===== src/rtl/div_seq.sv =====
// div_seq: multi-cycle radix-2 restoring divider for the EX stage (DIV/DIVU).
// Produces one quotient bit per cycle and raises a combinational stall request
// while a division is pending or in flight.
// Ports:
//   clk, rst      clock (rising edge), synchronous active-high reset
//   signed_div_i  1 = signed DIV, 0 = unsigned DIVU
//   opdata1_i     dividend
//   opdata2_i     divisor
//   start_i       division request, held high until the result is consumed
//   annul_i       abort the division in progress
//   result_o      {remainder, quotient}, registered
//   ready_o       result_o valid, registered
//   stallreq_o    EX stall request, combinational
module div_seq #(
   parameter int unsigned DATA_W = 32
) (
   input  logic                  clk,
   input  logic                  rst,
   input  logic                  signed_div_i,
   input  logic [DATA_W-1:0]     opdata1_i,
   input  logic [DATA_W-1:0]     opdata2_i,
   input  logic                  start_i,
   input  logic                  annul_i,
   output logic [2*DATA_W-1:0]   result_o,
   output logic                  ready_o,
   output logic                  stallreq_o
);

   localparam int unsigned CNT_W = $clog2(DATA_W) + 1;

   typedef enum logic [1:0] {S_IDLE, S_BY_ZERO, S_ON, S_END} state_t;

   state_t              state, state_n;
   logic [CNT_W-1:0]    cnt, cnt_n;
   logic                sgn_mode, sgn_mode_n;
   logic                neg1, neg1_n;
   logic                neg2, neg2_n;
   logic [DATA_W-1:0]   dvd, dvd_n;        // dividend magnitude, shifts into quotient
   logic [DATA_W-1:0]   dvs, dvs_n;        // divisor magnitude
   logic [DATA_W-1:0]   rem, rem_n;        // partial remainder
   logic [2*DATA_W-1:0] result_n;
   logic                ready_n;

   // One restoring step: bring in next dividend bit, trial subtract on DATA_W+1 bits.
   logic [DATA_W:0]     shifted;
   logic [DATA_W:0]     diff;
   logic [DATA_W-1:0]   quot_fix;
   logic [DATA_W-1:0]   rem_fix;

   assign shifted  = {rem, dvd[DATA_W-1]};
   assign diff     = shifted - {1'b0, dvs};
   // Quotient negative when signs differ; remainder follows the dividend sign.
   assign quot_fix = (sgn_mode && (neg1 ^ neg2)) ? -dvd : dvd;
   assign rem_fix  = (sgn_mode && neg1) ? -rem : rem;

   // State and datapath registers.
   always_ff @(posedge clk) begin
      if (rst) begin
         state    <= S_IDLE;
         cnt      <= '0;
         sgn_mode <= 1'b0;
         neg1     <= 1'b0;
         neg2     <= 1'b0;
         dvd      <= '0;
         dvs      <= '0;
         rem      <= '0;
         result_o <= '0;
         ready_o  <= 1'b0;
      end else begin
         state    <= state_n;
         cnt      <= cnt_n;
         sgn_mode <= sgn_mode_n;
         neg1     <= neg1_n;
         neg2     <= neg2_n;
         dvd      <= dvd_n;
         dvs      <= dvs_n;
         rem      <= rem_n;
         result_o <= result_n;
         ready_o  <= ready_n;
      end
   end

   // Next-state and datapath update.
   always_comb begin
      state_n    = state;
      cnt_n      = cnt;
      sgn_mode_n = sgn_mode;
      neg1_n     = neg1;
      neg2_n     = neg2;
      dvd_n      = dvd;
      dvs_n      = dvs;
      rem_n      = rem;
      result_n   = result_o;
      ready_n    = ready_o;
      case (state)
         S_IDLE: begin
            result_n = '0;
            ready_n  = 1'b0;
            if (start_i && !annul_i) begin
               sgn_mode_n = signed_div_i;
               neg1_n     = signed_div_i & opdata1_i[DATA_W-1];
               neg2_n     = signed_div_i & opdata2_i[DATA_W-1];
               dvd_n      = (signed_div_i && opdata1_i[DATA_W-1]) ? -opdata1_i : opdata1_i;
               dvs_n      = (signed_div_i && opdata2_i[DATA_W-1]) ? -opdata2_i : opdata2_i;
               rem_n      = '0;
               cnt_n      = '0;
               state_n    = (opdata2_i == '0) ? S_BY_ZERO : S_ON;
            end
         end
         S_BY_ZERO: begin
            state_n  = S_END;
            result_n = '0;
            ready_n  = 1'b1;
         end
         S_ON: begin
            if (annul_i) begin
               state_n  = S_IDLE;
               result_n = '0;
               ready_n  = 1'b0;
               cnt_n    = '0;
            end else if (cnt != CNT_W'(DATA_W)) begin
               // Borrow out of the trial subtract means restore (keep shifted value).
               if (diff[DATA_W]) begin
                  rem_n = shifted[DATA_W-1:0];
                  dvd_n = {dvd[DATA_W-2:0], 1'b0};
               end else begin
                  rem_n = diff[DATA_W-1:0];
                  dvd_n = {dvd[DATA_W-2:0], 1'b1};
               end
               cnt_n = cnt + CNT_W'(1);
            end else begin
               state_n  = S_END;
               result_n = {rem_fix, quot_fix};
               ready_n  = 1'b1;
               cnt_n    = '0;
            end
         end
         S_END: begin
            if (!start_i) begin
               state_n  = S_IDLE;
               result_n = '0;
               ready_n  = 1'b0;
            end
         end
         default: state_n = S_IDLE;
      endcase
   end

   // Stall request: pending acceptance or division in flight.
   always_comb begin
      stallreq_o = 1'b0;
      case (state)
         S_IDLE:            stallreq_o = start_i & ~annul_i;
         S_BY_ZERO, S_ON:   stallreq_o = 1'b1;
         default:           stallreq_o = 1'b0;
      endcase
   end

endmodule


===== config.mk =====
export PLATFORM = sky130hd
export DESIGN_NAME = div_seq
export DESIGN_NICKNAME = d
export VERILOG_FILES = /design/src/rtl/div_seq.sv
export SDC_FILE = /design/constraint.sdc
export NUM_CORES = 1
export LEC_CHECK = 0
export CAP_MARGIN = 25
export CORE_ASPECT_RATIO = 1.75
export CORE_MARGIN = 2
export CORE_UTILIZATION = 35
export DETAILED_ROUTE_END_ITERATION = 8
export SETUP_SLACK_MARGIN = 0.5
export SLEW_MARGIN = 20
export SYNTH_ARGS = -nofsm -noshare
export SYNTH_HDL_FRONTEND = slang
export SYNTH_SLANG_ARGS = --single-unit

===== constraint.sdc =====
create_clock -name clk -period 3.3 [get_ports clk]
set_input_delay 0.495 -clock clk [delete_from_list [all_inputs] [get_ports clk]]
set_output_delay 0.495 -clock clk [all_outputs]
set_load 0.02 [all_outputs]

# After elaboration in Yosys (flattened, before gate mapping)
# Index checks and enable logic that the tools add are counted.
[totals]
out_inout_bits = 66
register_bits = 172
[op_classes]
n_addsub = 6
n_eq_ne = 9
mux = 33
reduce_logical = 16
bitwise = 5
[op_table]
columns = ["operator", "n"]
rows = [
  ["32-bit 2-to-1 mux", 11],
  ["64-bit 2-to-1 mux", 3],
  ["64-bit case mux with 3 select lines", 1],
  ["32-bit negation", 4],
  ["32-bit case mux with 2 select lines", 2],
  ["33-bit by 32-bit subtractor with 33-bit output", 1],
  ["32-bit logical NOT", 1],
  ["6-bit 2-to-1 mux", 3],
  ["6-bit case mux with 2 select lines", 1],
  ["2-bit 2-to-1 mux", 5],
  ["2-bit != test, second input constant", 4],
  ["2-bit case mux with 4 select lines", 1],
  ["6-bit by 1-bit adder with 6-bit output, second input constant", 1],
  ["6-bit != test, second input constant", 1],
  ["2-bit AND reduction", 3],
  ["1-bit logical AND", 5],
  ["2-bit == test, second input constant", 2],
  ["1-bit 2-to-1 mux", 4],
  ["1-bit case mux with 4 select lines", 1],
  ["4-bit AND reduction", 1],
  ["2-bit OR reduction", 2],
  ["1-bit bitwise AND", 3],
  ["3-bit != test, second input constant", 1],
  ["3-bit AND reduction", 1],
  ["7 further kinds", 7],
]

# Logic depth before layout (Yosys ltp)
[depth]
word_depth = 6
depth_mapped = 14

# Worst setup path after synthesis
# OpenSTA, ideal clock, no wires.
[synth_path]
path_type = "register -> register"
from = "register dvd[31]"
to = "register rem[11]"
path_slack_ns = 0.334
setup_time_ns = 0.117
arrival_ns = 2.849
path_stages_with_launch = 14
path_buffers = 1
required_ns = 3.183
cell_sequence = "dfxtp_1 > inv_1 > ha_1 > fa_1 > nor2b_1 > o31ai_1 > a21oi_1 > o21ai_1 > a211o_1 > and3_1 > clkbuf_1 > nor2_2 > mux2_1 > a22o_1"
[synth_via]
elab_chain_cells = 5
[synth_lines]
columns = ["item", "line_no", "text"]
rows = [
  ["start: declaration", "38", "logic [DATA_W-1:0] dvd, dvd_n;"],
  ["start signal: assignment", "75", "dvd <= dvd_n;"],
  ["33-bit by 32-bit subtractor with 33-bit output", "51", "assign diff = shifted - {1'b0, dvs};"],
  ["32-bit 2-to-1 mux", "123", "if (diff[DATA_W]) begin"],
  ["32-bit 2-to-1 mux", "121", "end else if (cnt != CNT_W'(DATA_W)) begin"],
  ["32-bit 2-to-1 mux", "116", "if (annul_i) begin"],
  ["32-bit case mux with 2 select lines", "95", "case (state)"],
  ["end signal: assignment", "77", "rem <= rem_n;"],
  ["end: declaration", "40", "logic [DATA_W-1:0] rem, rem_n;"],
]
# No other way between the ends. The select of a mux whose other input is x is not followed.
# A chain may end at the register's enable or synchronous reset.

# Worst setup path in the final report
# Same ends and word-level chain as after synthesis.

==> impl_metrics.yaml <==
final_layout:
  nNetsFinal: 1697
  syn2layout_area_growth_pct: 29.58
  final_cell_mix: "nand2_1, dfxtp_1, nor2_1, clkdlybuf4s50_1, a21oi_1"
  diodes: 0
  fillers: 3066
  post-route-util_pct: 45.79
  final_common_cell: "nand2_1"
  post-route-cell-area_um2: 14030
  drive_gt1_share_pct: 12.34
clock_tree:
  cts_inserted_buffers: 17
  clock_path_buffers: 2
  htree_levels: 4
  clkTransAtPathRegs_ps: 80
  clkSinkCount: 172
  cts_hold_buffers: 0
  cts_root_buffer: "clkbuf_16"
  cts_tree: "built"
  clk_latency_ps: 460
place:
  gp_congestion: 0.9545
  dpl.hpwl_mm: 26.08
  dp_slack_ps: 50.34
  place_area_um2: 12870
  port_buffers: 134
synth:
  syn_inst: 1421
  synthMuxAreaShare_pct: 1.954
  synth_area_per_cell_um2: 7.617
  synth_top_area_share_pct: 31.81
  synth-compound-area-share_pct: 23.71
  synth_top_family_by_area: "compound AO/OA/AOI/OAI gates"
  synth_edf_count: 0
  synth_nets: 1535
  yosysSeqAreaShare_pct: 31.81
  synth_xor_area_share_pct: 11.81
  syn-cell-area_um2: 10820
  synthSimpleGateAreaFrac_pct: 20.65
  synthAdderAreaFrac_pct: 5.271
  synth_top_area_cell: "dfxtp_1"
  ys.flop_type: "dfxtp_1"
  async_reset_ff_share_pct: 0
  yosys-top-cells-area: "dfxtp_1, nand2_1, xnor2_1"
  synth.distinct_cells: 69
  synth-seq-cells: 172
  yosysWarnings: 0
global_route:
  grt_max_degree: 68
  grt_pass1_vias: 10390
  grt-ovfl-total: 0
  grt_use_total_pct: 21.62
  antenna_found_initial: 1
  grt_pass1_wl_mm: 54.13
sta:
  post-route-worst-setup-slack_ps: 531.8
  max_freq_ghz: 0.3613
  worst_slew_pin_slew_ps: 926.7
  drv_slew: 0
  skew_ps: 14.77
  slew_headroom_pct: 38.22
  final.min_clock_period_ps: 2768
  setup_violations: 0
  rsz0062_at_grt: "yes"
  hold_viol_final: 0
  finalSetupTns_ps: 0
  fin_crit_sh_pct: 83.88
routing:
  drt_iter0_markers: 609
  via_per_inst: 5.383
  wl_per_cell_um: 17.49
  antenna_left: 0
  drc_errors: 0
  firstDrtPassIters: 6
  drt_wl_total_mm: 34.76
  vias: 10700
floorplanning:
  coreArea_um2: 30630
  design.die.area_um2: 32400
  die_h_um: 236.6
  ios: 135
  placementRows: 85
  die_w_um: 136.9
  start_util_pct: 35.34
outcome:
  outcome: "complete, no violations"
worst_setup_path:
  cp-end-kind: "register"
  cp_slowest_cell: "dfxtp_4"
  worstPathCellList: "inv_4 -> ha_4 -> fa_2 -> nor2b_4 -> o31ai_4 -> a21oi_2 -> o21ai_2 -> a211o_1 -> and3_4 -> nor2_4 -> buf_6 -> mux2_4 -> a22o_1"
  crit_arrival_ps: 3130
  critPathMaxStageDelay_ps: 360
  cp.required_ps: 3660
  worstSetupPathType: "reg2reg"
  path_max_fanout: 5
  reg2reg_slack_ps: 530
  start_kind: "register"
  rr_startpoint: "dvd[31]"
  r2r_cells: 13
  r2r_end: "rem[11]"
min_path:
  hold_end: "result_o[61]"
  hp-class: "reg2reg"
  min-delay-start: "result_o[61]"
  whs_path_depth: 2
pwr:
  pwr_density_cell_nw_per_um2: 540.8
  leakage_nw: 5.226
  peakVddDrop_mv: 0.4045
job:
  cap_violations: 0
## worst max path at each step
stage,end,startpoint,cells past startpoint
finish,rem[11],dvd[31],13
global route,rem[9],dvd[31],14
CTS,result_o[60],rem[5],8
detailed placement,dvd[27],opdata1_i[14],12
global placement,dvd[27],opdata1_i[14],12
floorplan,rem[11],dvd[31],13
## worst max-delay path, delay by kind of cell (launching register included)
kind	cells	cell delay, ps
flip-flops	1	360
AO/OA/AOI/OAI	5	840
AND/OR/NAND/NOR	3	490
buffers and inverters	2	170
multiplexers	1	290
adder cells (fa/ha/maj)	2	520
## kinds of logic after synthesis
family	count (synthesis)
flops	172
mux	21
buf+inv	134
compound gates	418
xor+xnor	146
fa+ha+maj	45
simple gates	485
## flip-flops by register name, summed over array words and instances (netlist names)
register and cells:
ready_o 1, neg2 1, rem 32, neg1 1
cnt 6, state 2, sgn_mode 1, result_o 64
dvd 32, dvs 32
## synthesized netlist by cell type, drive strengths merged, types with 9 or more instances
library cell  count
a211oi           28
a21o             14
a21oi           129
a22oi            33
a31oi            12
and3              9
buf              14
clkbuf           60
dfxtp           172
ha               44
inv              59
mux2i            20
nand2           195
nand2b            9
nand3            22
nor2            143
nor3             37
nor4             16
o211ai            9
o21ai           123
o31ai            20
o41ai            12
or3              16
xnor2            74
xor2             72
## power breakdown
| part | internal, mW | switching, mW | total, mW |
|---|---|---|---|
| logic | 1.17 | 1.79 | 2.97 |
| registers | 2.26 | 0.214 | 2.47 |
| clock network | 1.17 | 0.978 | 2.15 |
| total | 4.60 | 2.99 | 7.59 |
## routing by layer
metal | routed length (um) | vias to the layer above | share of wire (%) | track usage, %
li1 | - | 5341 | - | -
met1 | 13120 | 4956 | 38 | 23.15
met2 | 17880 | 296 | 51 | 38.72
met3 | 1773 | 102 | 5.1 | 3.939
met4 | 1976 | 2 | 5.7 | 12.65
met5 | 8 | - | 0.023 | 0
## layout make-up
cell class              count  area, um2  area share (%)
clock buffers              18      439.2           3.131
clock inverters            14      178.9           1.276
inverters                  60      227.7           1.624
well taps                 391      489.2           3.488
multi-input cells        1115       7201           51.34
repair buffers            217       2028           14.46
flip-flops and latches    172       3462           24.68
## through the flow
stage | hold slack, ps | total power, mW | std cells
finish | 446.7 | 7.585 | 1987
global route | 478.0 | 8.027 | 1987
CTS | 454.3 | 7.543 | 1982
detailed placement | 445.1 | 5.280 | 1932
global placement | 439.2 | 5.261 | 1932
floorplan | 431.9 | 4.383 | 1421
## what timing repair did
action / 4_1_cts / 5_1_grt
buffers inserted: 17 / 5
pin swaps: 18 / 11
gates resized for setup: 42 / 42
endpoints found under the hold margin: 0 / 0
endpoints found under the setup margin: 41 / 81
gates cloned: 1 / 0
Note: power is estimated with default switching activity, not from simulation.
==> patch 1, RTL diff (config.mk and constraints unchanged) <==
Make the reset (`rst`) asynchronous in one clocked block. Comments in the files are not updated.
--- a/src/rtl/div_seq.sv
+++ b/src/rtl/div_seq.sv
@@ -56,3 +56,3 @@
    // State and datapath registers.
-   always_ff @(posedge clk) begin
+   always_ff @(posedge clk or posedge rst) begin
       if (rst) begin
Check against the original RTL: differs if rst is asserted again (counterexample within 4 cycles, from zero or initial values and one cycle with rst high); with rst held inactive, the same outputs for 10 cycles.
==> patch 1 against the original RTL <==
  * Wire length down 0.81%
  * Synthesized cell count is 4.8% lower
  * Synthesized area grew 3.3%
  * Sequential cell count stayed put
  * Global-route usage down 0.84 points
  * Hold slack improved by 0.015 ns
  * Setup slack worse by 0.40 ns
  * Core utilization up 0.87 points
  * Final area grew 4.9%
  * Critical endpoint is now rem[31]$_DFFE_PP0P_
  * Largest cell class unchanged
Power is not compared: it rests on default switching activity, and its combinational part moved more than twofold at a synthesized area within 25%.
==> patch 1: results (changes against the original RTL) <==
* FF+latch area: 4310 um^2 (was 3460 um^2)
* HPWL after detailed placement: 26200 um (was 26100 um)
- The startpoint-to-endpoint class of the critical path is register to register (unchanged).
- The endpoint of the most critical register-to-register path is rem[31]$_DFFE_PP0P_ (was rem[11]$_SDFFE_PP0P_).
- The remaining max-slew budget at the tightest pin came to 0.362 (was 0.382).
- Total cell area at the placement stage: 13700 um^2 (was 12900 um^2)
- The first-pass GRT wire length was 54400 um (was 54100 um).
* Maximum cell stage delay along the critical path: 0.47 ns (was 0.36 ns)
- The share of cells above drive strength 1 was 0.131 (was 0.123).
* Placer's final routability congestion estimate: 0.871 (was 0.955)
- Library cell contributing the largest single delay on the critical path: or4b_1 (was dfxtp_4)
- The routed wire length was 34500 um (was 34800 um).
- The peak fanout along the critical path was 4 (was 5).
- Number of cells traversed by the worst register-to-register path: 12 (was 13)
* Start point of the critical path: dvd[31]$_DFFE_PP0P_ (was dvd[31]$_SDFFE_PP0P_)
- Main flop type after synthesis: dfrtp_1 (was dfxtp_1)
- Filler cells: 3097 (was 3066)
* Outcome: complete, no violations (unchanged)
* Arrival time of the worst setup path: 3.51 ns (was 3.13 ns)
- The maximum number of pins on one net before global-route repair is 66 (was 68).
- The worst min-delay path category is primary input to asynchronous set/reset pin (was register to register).
* Commonest cells post-synth: nand2_1 (237), o21ai_0 (205), dfrtp_1 (172) (was nand2_1 (194), dfxtp_1 (172), nor2_1 (142))
- The share of flip-flops with an asynchronous set or reset after synthesis came to 1.00 (was 0).
- Worst-case register-to-register setup slack: 0.13 ns (was 0.53 ns)
- Skew final: 0.0113 ns (was 0.0148 ns)
- The layout net count was 1671 (was 1697).
- Fraction of the yosys area taken by sequential cells: 0.385 (was 0.318)
- Drt initial violations: 583 (was 609)
- Most area-consuming cells after synthesis: dfrtp_1 (38%), o21ai_0 (9.2%), nand2_1 (8.0%), xor2_1 (6.3%), xnor2_1 (5.1%) (was dfxtp_1 (32%), nand2_1 (6.7%), xnor2_1 (6.0%), a21oi_1 (6.0%), xor2_1 (5.8%))
* Number of detailed-routing iterations run before antenna repair: 5 (was 6)
- The distinct cell type count after synthesis was 60 (was 69).
- Via count of the first global-routing pass: 10296 (was 10394)
- The post-synth net total is 1467 (was 1535).
- The all-layer global routing usage is 0.208 (was 0.216).
* Antenna violations before repair: 1 (unchanged)
## patch 1: cell types whose count changed in the layout (fill, tap and decap cells not counted), sizes merged, moves of 9 or more
cell / delta
dfxtp: -172
nor3: -11
nand3: -14
xor2: +10
buf: +29
a21oi: -31
a22oi: -33
xnor2: -9
nand2: +42
dfrtp: +172
mux2i: +15
a211oi: -23
o21ai: +85
nor2: -68
## patch 1: power groups by stage
stage / registers [mW] / clock network [mW] / logic, mW
after floorplan: 3.54 / 0 / 5.25
after global placement: 3.47 / 0 / 8.35
after detailed placement: 3.49 / 0 / 8.44
after CTS: 3.45 / 2.18 / 8.62
after global routing: 3.57 / 2.25 / 9.89
final: 3.47 / 2.13 / 8.99
## patch 1: worst min path at each step
stage                                     endpoint  slack (ns)                     start
final                     result_o[61]$_DFFE_PP0P_        0.46                       rst
after CTS                      dvs[26]$_DFFE_PP0P_        0.46                       rst
after floorplan                dvs[10]$_DFFE_PP0P_        0.45       dvs[10]$_DFFE_PP0P_
after detailed placement  result_o[29]$_DFFE_PP0P_        0.47  result_o[29]$_DFFE_PP0P_
after global placement          dvs[9]$_DFFE_PP0P_        0.46        dvs[9]$_DFFE_PP0P_
after global routing       result_o[3]$_DFFE_PP0P_        0.50                       rst
## patch 1: cell type report
cell class,instances,share of cell area
multi-input cells,1058,0.457
flip-flops and latches,172,0.293
repair buffers,249,0.160
well taps,396,0.0337
clock buffers,18,0.0299
inverters,59,0.0153
clock inverters,14,0.0116
diodes,1,0.000170
## patch 1: stage by stage
| step | worst slack (ns) | instances |
|---|---|---|
| CTS | 0.132 | 1959 |
| global route | -0.0149 | 1967 |
| global placement | 0.00426 | 1921 |
| finish | 0.131 | 1967 |
| floorplan | 0.394 | 1353 |
| detailed placement | 0.00270 | 1921 |
## patch 1: kinds of logic (layout without fill, tap and decap cells)
kind of cell             count (synthesis)  count (layout)  synth area share
AND/OR/NAND/NOR                        431             431             0.170
multiplexers                            35              35            0.0313
buffers and inverters                  123             340            0.0423
flip-flops                             172             172             0.385
AO/OA/AOI/OAI                          400             400             0.204
XOR/XNOR                               147             147             0.116
other                                    0               1                 0
adder cells (fa/ha/maj)                 45              45            0.0510
## patch 1: per-layer routing
metal,global-route usage,wire length [um]
met2,0.399,18900
met5,0,0
met1,0.220,13100
met3,0.0287,917
met4,0.105,1540
## patch 1: timing repair
item	CTS	global route
buffers inserted	6	5
gates cloned	0	2
setup endpoints to repair	50	63
gates resized for setup	15	36
pin swaps	2	3
hold buffers	0	0
==> patch 2, RTL diff (same flow settings) <==
Without the edit above. The parameter `DATA_W` goes from 32 to 64.
--- a/src/rtl/div_seq.sv
+++ b/src/rtl/div_seq.sv
@@ -14,3 +14,3 @@
 module div_seq #(
-   parameter int unsigned DATA_W = 32
+   parameter int unsigned DATA_W = 64
 ) (
Interface: changed (resized opdata1_i, opdata2_i and result_o); port bits go from 135 to 263. The function was not compared with the original's and may differ.
==> patch 2 against the original RTL <==
  * Sequential cell count rose by 161
  * Final area up 120%
  * Die area is 99% higher
  * Sequential power grew 99%
  * Hold slack lost 0.14 ns
  * Synthesized area is 100% higher
  * Wire length grew to 2.6 times the old value
  * Power rose by 110%
  * Setup slack lost 0.47 ns
==> patch 2: results (changes against the original RTL) <==
* Outcome: complete, no violations (unchanged)
- Static leakage: 12.4 nW (was 5.23 nW)
- The layout filler cell count is 6029 (was 3066).
* Number of distinct library cells after synthesis: 79 (was 69)
- Arrival time of the worst setup path: 3.66 ns (was 3.13 ns)
- The master of the slowest instance on the critical path was o31a_1 (was dfxtp_4).
- The first-pass iteration count of the detailed router is 5 (was 6).
* Via count of the first global-routing pass: 23401 (was 10394)
- The transition time at the pin with the least slew margin is 0.967 ns (was 0.927 ns).
* Internal power: 9.67 mW (was 4.60 mW)
- The largest buffer count on any clock path is 3 (was 2).
* Worst vdd rail ir drop: 374 uV (was 404 uV)
- Antenna violations before repair: 8 (was 1)
- Total global-route track usage: 0.269 (was 0.216)
- The number of CTS-inserted buffers came to 36 (was 17).
- The clock slew at the register clock pins of the worst setup and hold paths was 0.06 ns (was 0.08 ns).
* Start point of the critical path: dvd[63]$_SDFFE_PP0P_ (was dvd[31]$_SDFFE_PP0P_)
- The HPWL reported at the end of detailed placement came to 68500 um (was 26100 um).
- The gate count after technology mapping came to 2867 (was 1421).
* Worst-case register-to-register setup slack: 0.06 ns (was 0.53 ns)
* End of the critical path: rem[10]$_SDFFE_PP0P_ (was rem[11]$_SDFFE_PP0P_)
* Largest fanout of any net on the critical path: 7 (was 5)
* First-pass GRT wire length: 133000 um (was 54100 um)
- The post-detailed-route via-to-cell ratio came to 5.50 (was 5.38).
- Hold wc startpoint: rst (was result_o[61]$_SDFFE_PP0P_)
- Skew final: 0.0209 ns (was 0.0148 ns)
* Hold EP: result_o[0]$_SDFFE_PP0P_ (was result_o[61]$_SDFFE_PP0P_)
- Largest net degree at the start of global routing: 127 (was 68)
## patch 2: cell count changes after synthesis, sizes merged, moves of 97 or more
cell | before | now
a21oi | 129 | 232
clkbuf | 60 | 157
o21ai | 123 | 232
dfxtp | 172 | 333
nor2 | 143 | 333
nand2 | 195 | 311
## patch 2: cells by family after synthesis
family                   after synthesis  share of synthesized area
adder cells (fa/ha/maj)               77                     0.0445
AO/OA/AOI/OAI                        858                      0.250
XOR/XNOR                             294                      0.119
AND/OR/NAND/NOR                      973                      0.207
flip-flops                           333                      0.306
buffers and inverters                280                     0.0493
multiplexers                          52                     0.0239
## patch 2: routing by layer
layer	track usage	vias to the layer above	wire length (um)
met5	0	-	77
met4	0.145	12	4930
met3	0.0288	221	3920
met2	0.507	747	47100
met1	0.286	11091	32900
li1	-	11381	-
## patch 2: per-stage QoR
stage	power, mW	setup WS (ns)	TNS, ns	hold slack [ns]	instance area (um^2)
floorplan	8.76	0.358	0	0.432	22100
global placement	11.2	-0.266	-14.89	0.443	28000
detailed placement	11.3	-0.334	-22.75	0.449	28000
CTS	15.8	-0.00968	-0.0302	0.273	30100
global route	17.0	-0.0539	-0.976	0.297	31000
finish	16.1	0.0569	0	0.302	31000
## patch 2: cell type report
cell class                      count  area share
Multi-Input combinational cell   2254       0.496
Clock buffer                       54      0.0332
Timing Repair Buffer              715       0.207
Tap cell                          799      0.0322
Antenna cell                        1   0.0000806
Inverter                          103      0.0125
Sequential cell                   333       0.216
Clock inverter                      7     0.00363
## patch 2: repair_timing
item	CTS	global route
setup buffers	33	28
endpoints found under the setup margin	179	241
cloned	6	1
pin swaps	73	89
resized for setup	184	179
